[src/rtl/matrix_scanner.sv]
// matrix_scanner: 16x16 LED matrix row scanner.
// Each row: LOAD (1 cycle) -> SHIFT (32*SCLK_DIV) -> LATCH (SCLK_DIV) -> DWELL (DWELL).
// The whole image is snapshotted at the LOAD of row 0 so each frame is consistent.
// Optional macro GREEN_PLANE_EN adds greenArray/sdata_g, shifted bit-aligned with red.
module matrix_scanner #(
  parameter int unsigned SCLK_DIV = 4,
  parameter int unsigned DWELL    = 1024
) (
  input  logic              clk,
  input  logic              reset,
  input  logic [15:0][15:0] redArray,
  output logic              sclk,
  output logic              sdata_r,
  output logic              slatch,
  output logic [15:0]       rowSel,
  output logic              frameDone
`ifdef GREEN_PLANE_EN
  ,
  input  logic [15:0][15:0] greenArray,
  output logic              sdata_g
`endif
);

  typedef enum logic [1:0] {
    S_LOAD,
    S_SHIFT,
    S_LATCH,
    S_DWELL
  } state_t;

  localparam logic [7:0]  DIV_LAST   = 8'(SCLK_DIV - 1);
  localparam logic [15:0] DWELL_LAST = 16'(DWELL - 1);

  state_t            state_q, state_d;
  logic [3:0]        row_q, row_d;
  logic [7:0]        div_q, div_d;
  logic [4:0]        half_q, half_d;
  logic [15:0]       dwell_q, dwell_d;
  logic              sclk_q, sclk_d;
  logic              slatch_q, slatch_d;
  logic [15:0]       rowsel_q, rowsel_d;
  logic              frame_done_q, frame_done_d;

  logic [15:0][15:0] snap_r_q, snap_r_d;
  logic [15:0]       shreg_r_q, shreg_r_d;
  logic              sdata_r_q, sdata_r_d;
  logic [15:0]       load_r;

`ifdef GREEN_PLANE_EN
  logic [15:0][15:0] snap_g_q, snap_g_d;
  logic [15:0]       shreg_g_q, shreg_g_d;
  logic              sdata_g_q, sdata_g_d;
  logic [15:0]       load_g;
`endif

  // Datapath strobes shared by every colour plane
  logic snap_en, load_en, shift_en;

  // Sequencer: state, counters and control outputs for the cycle being entered
  always_comb begin
    state_d      = state_q;
    row_d        = row_q;
    div_d        = div_q;
    half_d       = half_q;
    dwell_d      = dwell_q;
    sclk_d       = sclk_q;
    slatch_d     = slatch_q;
    rowsel_d     = rowsel_q;
    snap_en      = 1'b0;
    load_en      = 1'b0;
    shift_en     = 1'b0;
    case (state_q)
      S_LOAD: begin
        snap_en = (row_q == 4'd0);
        load_en = 1'b1;
        sclk_d  = 1'b0;
        div_d   = '0;
        half_d  = '0;
        state_d = S_SHIFT;
      end
      S_SHIFT: begin
        if (div_q == DIV_LAST) begin
          div_d = '0;
          if (half_q == 5'd31) begin
            sclk_d   = 1'b0;
            slatch_d = 1'b1;
            state_d  = S_LATCH;
          end else begin
            half_d   = half_q + 5'd1;
            sclk_d   = ~half_q[0];
            // a new low half-period starts the next bit
            shift_en = half_q[0];
          end
        end else begin
          div_d = div_q + 8'd1;
        end
      end
      S_LATCH: begin
        if (div_q == DIV_LAST) begin
          div_d    = '0;
          slatch_d = 1'b0;
          rowsel_d = 16'd1 << row_q;
          dwell_d  = '0;
          state_d  = S_DWELL;
        end else begin
          div_d = div_q + 8'd1;
        end
      end
      S_DWELL: begin
        if (dwell_q == DWELL_LAST) begin
          dwell_d  = '0;
          rowsel_d = '0;
          row_d    = row_q + 4'd1;
          state_d  = S_LOAD;
        end else begin
          dwell_d = dwell_q + 16'd1;
        end
      end
      default: state_d = S_LOAD;
    endcase
    // registered pulse lands on the final DWELL cycle of row 15
    frame_done_d = (state_d == S_DWELL) && (dwell_d == DWELL_LAST) && (row_q == 4'd15);
  end

  // Red plane: snapshot, per-row load and MSB-first shift
  always_comb begin
    snap_r_d  = snap_en ? redArray : snap_r_q;
    load_r    = (row_q == 4'd0) ? redArray[0] : snap_r_q[row_q];
    shreg_r_d = shreg_r_q;
    sdata_r_d = sdata_r_q;
    if (load_en) begin
      shreg_r_d = {load_r[14:0], 1'b0};
      sdata_r_d = load_r[15];
    end else if (shift_en) begin
      shreg_r_d = {shreg_r_q[14:0], 1'b0};
      sdata_r_d = shreg_r_q[15];
    end
  end

`ifdef GREEN_PLANE_EN
  // Green plane: identical handling, bit-aligned with red
  always_comb begin
    snap_g_d  = snap_en ? greenArray : snap_g_q;
    load_g    = (row_q == 4'd0) ? greenArray[0] : snap_g_q[row_q];
    shreg_g_d = shreg_g_q;
    sdata_g_d = sdata_g_q;
    if (load_en) begin
      shreg_g_d = {load_g[14:0], 1'b0};
      sdata_g_d = load_g[15];
    end else if (shift_en) begin
      shreg_g_d = {shreg_g_q[14:0], 1'b0};
      sdata_g_d = shreg_g_q[15];
    end
  end
`endif

  // All state and registered outputs, cleared asynchronously
  always_ff @(posedge clk or posedge reset) begin
    if (reset) begin
      state_q      <= S_LOAD;
      row_q        <= '0;
      div_q        <= '0;
      half_q       <= '0;
      dwell_q      <= '0;
      sclk_q       <= 1'b0;
      slatch_q     <= 1'b0;
      rowsel_q     <= '0;
      frame_done_q <= 1'b0;
      snap_r_q     <= '0;
      shreg_r_q    <= '0;
      sdata_r_q    <= 1'b0;
`ifdef GREEN_PLANE_EN
      snap_g_q     <= '0;
      shreg_g_q    <= '0;
      sdata_g_q    <= 1'b0;
`endif
    end else begin
      state_q      <= state_d;
      row_q        <= row_d;
      div_q        <= div_d;
      half_q       <= half_d;
      dwell_q      <= dwell_d;
      sclk_q       <= sclk_d;
      slatch_q     <= slatch_d;
      rowsel_q     <= rowsel_d;
      frame_done_q <= frame_done_d;
      snap_r_q     <= snap_r_d;
      shreg_r_q    <= shreg_r_d;
      sdata_r_q    <= sdata_r_d;
`ifdef GREEN_PLANE_EN
      snap_g_q     <= snap_g_d;
      shreg_g_q    <= shreg_g_d;
      sdata_g_q    <= sdata_g_d;
`endif
    end
  end

  assign sclk      = sclk_q;
  assign sdata_r   = sdata_r_q;
  assign slatch    = slatch_q;
  assign rowSel    = rowsel_q;
  assign frameDone = frame_done_q;
`ifdef GREEN_PLANE_EN
  assign sdata_g   = sdata_g_q;
`endif

endmodule

[config.mk]
export PLATFORM = sky130hd
export DESIGN_NAME = matrix_scanner
export DESIGN_NICKNAME = d
export VERILOG_FILES = /design/src/rtl/matrix_scanner.sv
export SDC_FILE = /design/constraint.sdc
export NUM_CORES = 1
export LEC_CHECK = 0
export CORE_MARGIN = 4
export CORE_UTILIZATION = 57
export DETAILED_ROUTE_END_ITERATION = 16
export PLACE_DENSITY = 0.86
export SLEW_MARGIN = 5
export SYNTH_ARGS = -nofsm -noshare
export SYNTH_HDL_FRONTEND = slang
export SYNTH_SLANG_ARGS = --single-unit
[constraint.sdc]
create_clock -name clk -period 24.9 [get_ports clk]
set_input_delay 4.98 -clock clk [delete_from_list [all_inputs] [get_ports clk]]
set_output_delay 4.98 -clock clk [all_outputs]
set_load 0.02 [all_outputs]
== After elaboration in Yosys (flattened, before gate mapping) ==
Cells that the tools add are included.

* Register bits after elaboration: 327
* Bits of input ports: 258
* Output and inout port bits: 20
* Logic and storage cells: 98

* Add/subtract/negate cells: 4
* Order comparisons: 1
* Eq/ne operators: 14
* Shifts and indexed selects: 1
* Multiplexer cells: 35
* Bitwise operators: 1
* Reductions and logical operators: 15

{| class="wikitable"
|+ Operators by type and width
! operator !! count
|-
| $mux 16 || 8
|-
| $bmux 16 s4 || 1
|-
| $pmux 16 s2 || 2
|-
| $eq 16x10->1 const B || 2
|-
| $add 16x1->16 const B || 1
|-
| $pmux 8 s2 || 1
|-
| $shl 1x4->16 const A || 1
|-
| $mux 1 || 12
|-
| $mux 5 || 2
|-
| $ne 2x2->1 const B || 5
|-
| $pmux 5 s2 || 1
|-
| $reduce_bool 2->1 || 5
|-
| $add 8x1->8 const B || 1
|-
| $eq 8x2->1 const B || 1
|-
| $mux 2 || 4
|-
| $mux 8 || 1
|-
| $pmux 2 s4 || 1
|-
| $eq 2x2->1 const B || 3
|-
| $reduce_and 3->1 || 2
|-
| $add 5x1->5 const B || 1
|-
| $eq 5x5->1 const B || 1
|-
| $lt 4x5->1 const B || 1
|-
| $add 4x1->4 const B || 1
|-
| $eq 4x4->1 const B || 1
|-
| other kinds (9) || 12
|}

== Longest topological paths before layout ==
* Depth in word-level cells: 7
* Mapped depth: 10
* Gate-level depth less buffers: 8

== Least setup slack after synthesis ==
OpenSTA, ideal clock, no wires.

* Path type: input port to flip-flop
* Start point: input redArray[0] (netlist bit)
* End point: register shreg_r_q[1]
* Setup time: 0.120 ns
* Arrival time: 5.306 ns
* Data required time: 24.780 ns
* Path slack: 19.474 ns
* Cell stages on the path: 3
* Path buffers: 0
* Path through: mux2i_1 > nor2_1 > a31o_1

* Cells in the longest elaborated chain, start to end: 2

{| class="wikitable"
|+ Ends and longest elaborated chain
! item !! RTL line !! source
|-
| from (decl) || 11 || <nowiki>input logic [15:0][15:0] redArray,</nowiki>
|-
| $mux 16 || 128 || <nowiki>load_r = (row_q == 4'd0) ? redArray[0] : snap_r_q[row_q];</nowiki>
|-
| $mux 16 || 131 || <nowiki>if (load_en) begin</nowiki>
|-
| to (signal assigned) || 188 || <nowiki>shreg_r_q <= shreg_r_d;</nowiki>
|-
| to (decl) || 45 || <nowiki>logic [15:0] shreg_r_q, shreg_r_d;</nowiki>
|}

Every way passes these cells.
A chain may end at the register's enable or synchronous reset.

==> results.tsv <==
metric	value	unit
Int Pwr	942.0	uW
# rows	59	
routed via count	9879	
total CTS buffers	36	
Longest Clk Path Bufs	3	
vias per inst	5.998	
CTS tree	yes	
kind of critical path	input pin to async pin	
Sequential Power Share	47.4	%
CTS resizes	0	
initial antenna violation count	11	
Cell Count, Final, Fillers Out	1647	
reg-to-reg slack, setup	20.60	ns
Final ANT Viol Nets	0	
clock power share	45.1	%
post-synthesis sequential area ratio	53.74	%
Mapped Area	15180	um2
clk slew on worst S/H paths	0.06	ns
worst r2r path cells	7	
Layout Nets	1550	
Congestion Overflow GR	0	
RR Endpoint	snap_r_q[229]	
first-pass GRT wire length	58790	um
hold crit path type	register to register	
f_max	0.1500	GHz
Hold EP	rowSel[9]	
Seq cells post-synth	326	
pwr/cell area	61.21	nW/um2
Placed Area	18200	um2
First-pass DRT Iterations	5	
GRT Resource Usage Total	26.01	%
DPL Wire Length	26390	um
# setup viols final	0	
clk_lat worst skew	0.50	ns
DRC	0	
RSZ-0062 raised after global routing	no	
clk sink count	326	
H-tree Lvls	2	
data required time of the worst path	25.37	ns
die area	29310	um2
worst-path fanout max	192	
layout cell share with drive strength beyond 1	31.62	%
Worst-Margin Slew	1.095	ns
CORE AREA	26130	um2
setup TNS	0	ns
post-synthesis net count	1291	
Final period util	26.77	%
r2r startpoint	row_q[1]	
Placed Cells incl. Taps	1575	
VDD IR max	0.06968	mV
hold depth	1	
routed wire length	38050	um
Syn-to-layout area delta	27.97	%
Cell variety after synth	57	
HP Start	rowSel[9]	
syn avg cell area	14.90	um2
commonest non-fill, non-tap cell in the layout	dfrtp_1	
Post-synth EDFFs	0	
Leak	7.878	nW
vias in the first global route	10690	
Die H	171.2	um
Comb pwr share	7.5	%
WP data arrival	7.13	ns
fin. max-slew vios	0	
initial DRC count	618	
Gate Count Post-Synth	1019	
crit path launch type	input pin	
WL/cell	23.10	um
Top FF cell, synth	dfrtp_1	
switching share of power	20.77	%
Final Critical Period	6.666	ns
Root Buffer	clkbuf_16	
Worst slew margin	27.01	%
Finished Core Util	74.33	%
Post-CTS Hold Buffers	0	
Clock Skews	0.008176	ns
final hold violation count	0	
most frequent cells in the layout	dfrtp_1 (324), clkdlybuf4s50_1 (277), mux2_2 (258)	
total power draw	1.189	mW
max_cap viols	0	
Psw	247.0	uW
run status	finished, final reports clean	
largest net degree at the start of global routing	193	
gpl congestion	0.8809	
I/O pin count	278	
post-CTS setup repair buffer count	0	
post-synthesis async set-or-reset flop share	100.0	%
Die X	171.2	um
Yosys warnings	0	
Finished Cell Area	19420	um2
critical path capture point type	async pin	
PortBufs	277	
initial core utilization	58.09	%
## cell families (layout without fill, tap and decap cells)
family / Yosys count / after routing / synth area share, %
multiplexers: 381 / 381 / 33.84
flip-flops: 326 / 326 / 53.74
AND/OR/NAND/NOR: 128 / 128 / 4.723
AO/OA/AOI/OAI: 86 / 86 / 4.006
buffers and inverters: 80 / 364 / 2.300
adder cells (fa/ha/maj): 14 / 14 / 1.154
XOR/XNOR: 4 / 4 / 0.2308
other: 0 / 9 / 0
## routing by layer
metal  track usage [%]  part of all wire [%]  vias to the layer above
met2             43.69                    51                      311
li1                  -                     -                     4392
met3             6.619                   6.6                       77
met1             32.91                    39                     5093
met5                 0                  0.11                        -
met4             9.886                   3.7                        6
## worst max path at each step
stage,start,end,slack [ns],cells past startpoint
detailed placement,reset,snap_r_q[228],17.68,3
global route,reset,snap_r_q[149],17.91,3
CTS,reset,snap_r_q[249],18.21,3
global placement,reset,snap_r_q[228],17.69,3
finish,reset,snap_r_q[149],18.23,3
floorplan,reset,div_q[0],10.89,1
## worst max-delay path: stages
cell and delay (ns):
clkdlybuf4s50_1 0.49, inv_8 0.65, buf_12 0.73
## Yosys cell counts (all sizes together), types with 3 or more instances
cell type    n  area share, %
a211oi       4           0.20
a21oi        7           0.23
a22o        12           0.69
a31oi       10           0.41
a32o         8           0.53
and3         5           0.21
and4         3           0.17
buf         39            1.3
clkbuf      27           0.67
dfrtp      326             54
ha          14            1.2
inv         14           0.35
mux2       258             19
mux2i       43            2.8
mux4        80             12
nand2       32           0.79
nand2b       4           0.16
nand3       19           0.71
nand3b       4           0.20
nand4        8           0.33
nand4b       3           0.17
nor2        16           0.50
nor2b        3           0.12
nor3        10           0.33
nor4         8           0.33
o21ai       23           0.76
o31ai        5           0.25
## power by group through the flow
stage / Combinational [mW] / Clock (mW) / Sequential, mW
2_1_floorplan: 0.0374 / 0 / 0.569
3_3_place_gp: 0.0880 / 0 / 0.571
3_5_place_dp: 0.0901 / 0 / 0.573
4_1_cts: 0.0909 / 0.545 / 0.563
5_1_grt: 0.0963 / 0.567 / 0.566
6_report: 0.0895 / 0.536 / 0.564
## per-stage QoR
stage / hold WS [ns] / setup slack, ns
4_1_cts: 0.5015 / 18.21
3_5_place_dp: 0.4758 / 17.68
2_1_floorplan: 0.4703 / 10.89
3_3_place_gp: 0.4769 / 17.69
5_1_grt: 0.5115 / 17.91
6_report: 0.4948 / 18.23
## state kept, by name (all words and copies together) (netlist names), 2 cells and up
| signal | flops |
|---|---|
| div_q | 8 |
| shreg_r_q | 15 |
| row_q | 4 |
| state_q | 2 |
| snap_r_q | 256 |
| half_q | 5 |
| dwell_q | 16 |
| rowSel | 16 |
## area by class of cell
class	count	area, um2
sequential	326	8165
fill	1714	6708
multi-input combinational	613	6680
timing repair buffer	287	2873
clock buffer	52	1072
tap	335	419.2
clock inverter	11	132.6
inverter	14	60.06
antenna	9	22.52
Note: power is estimated with default switching activity, not from simulation.
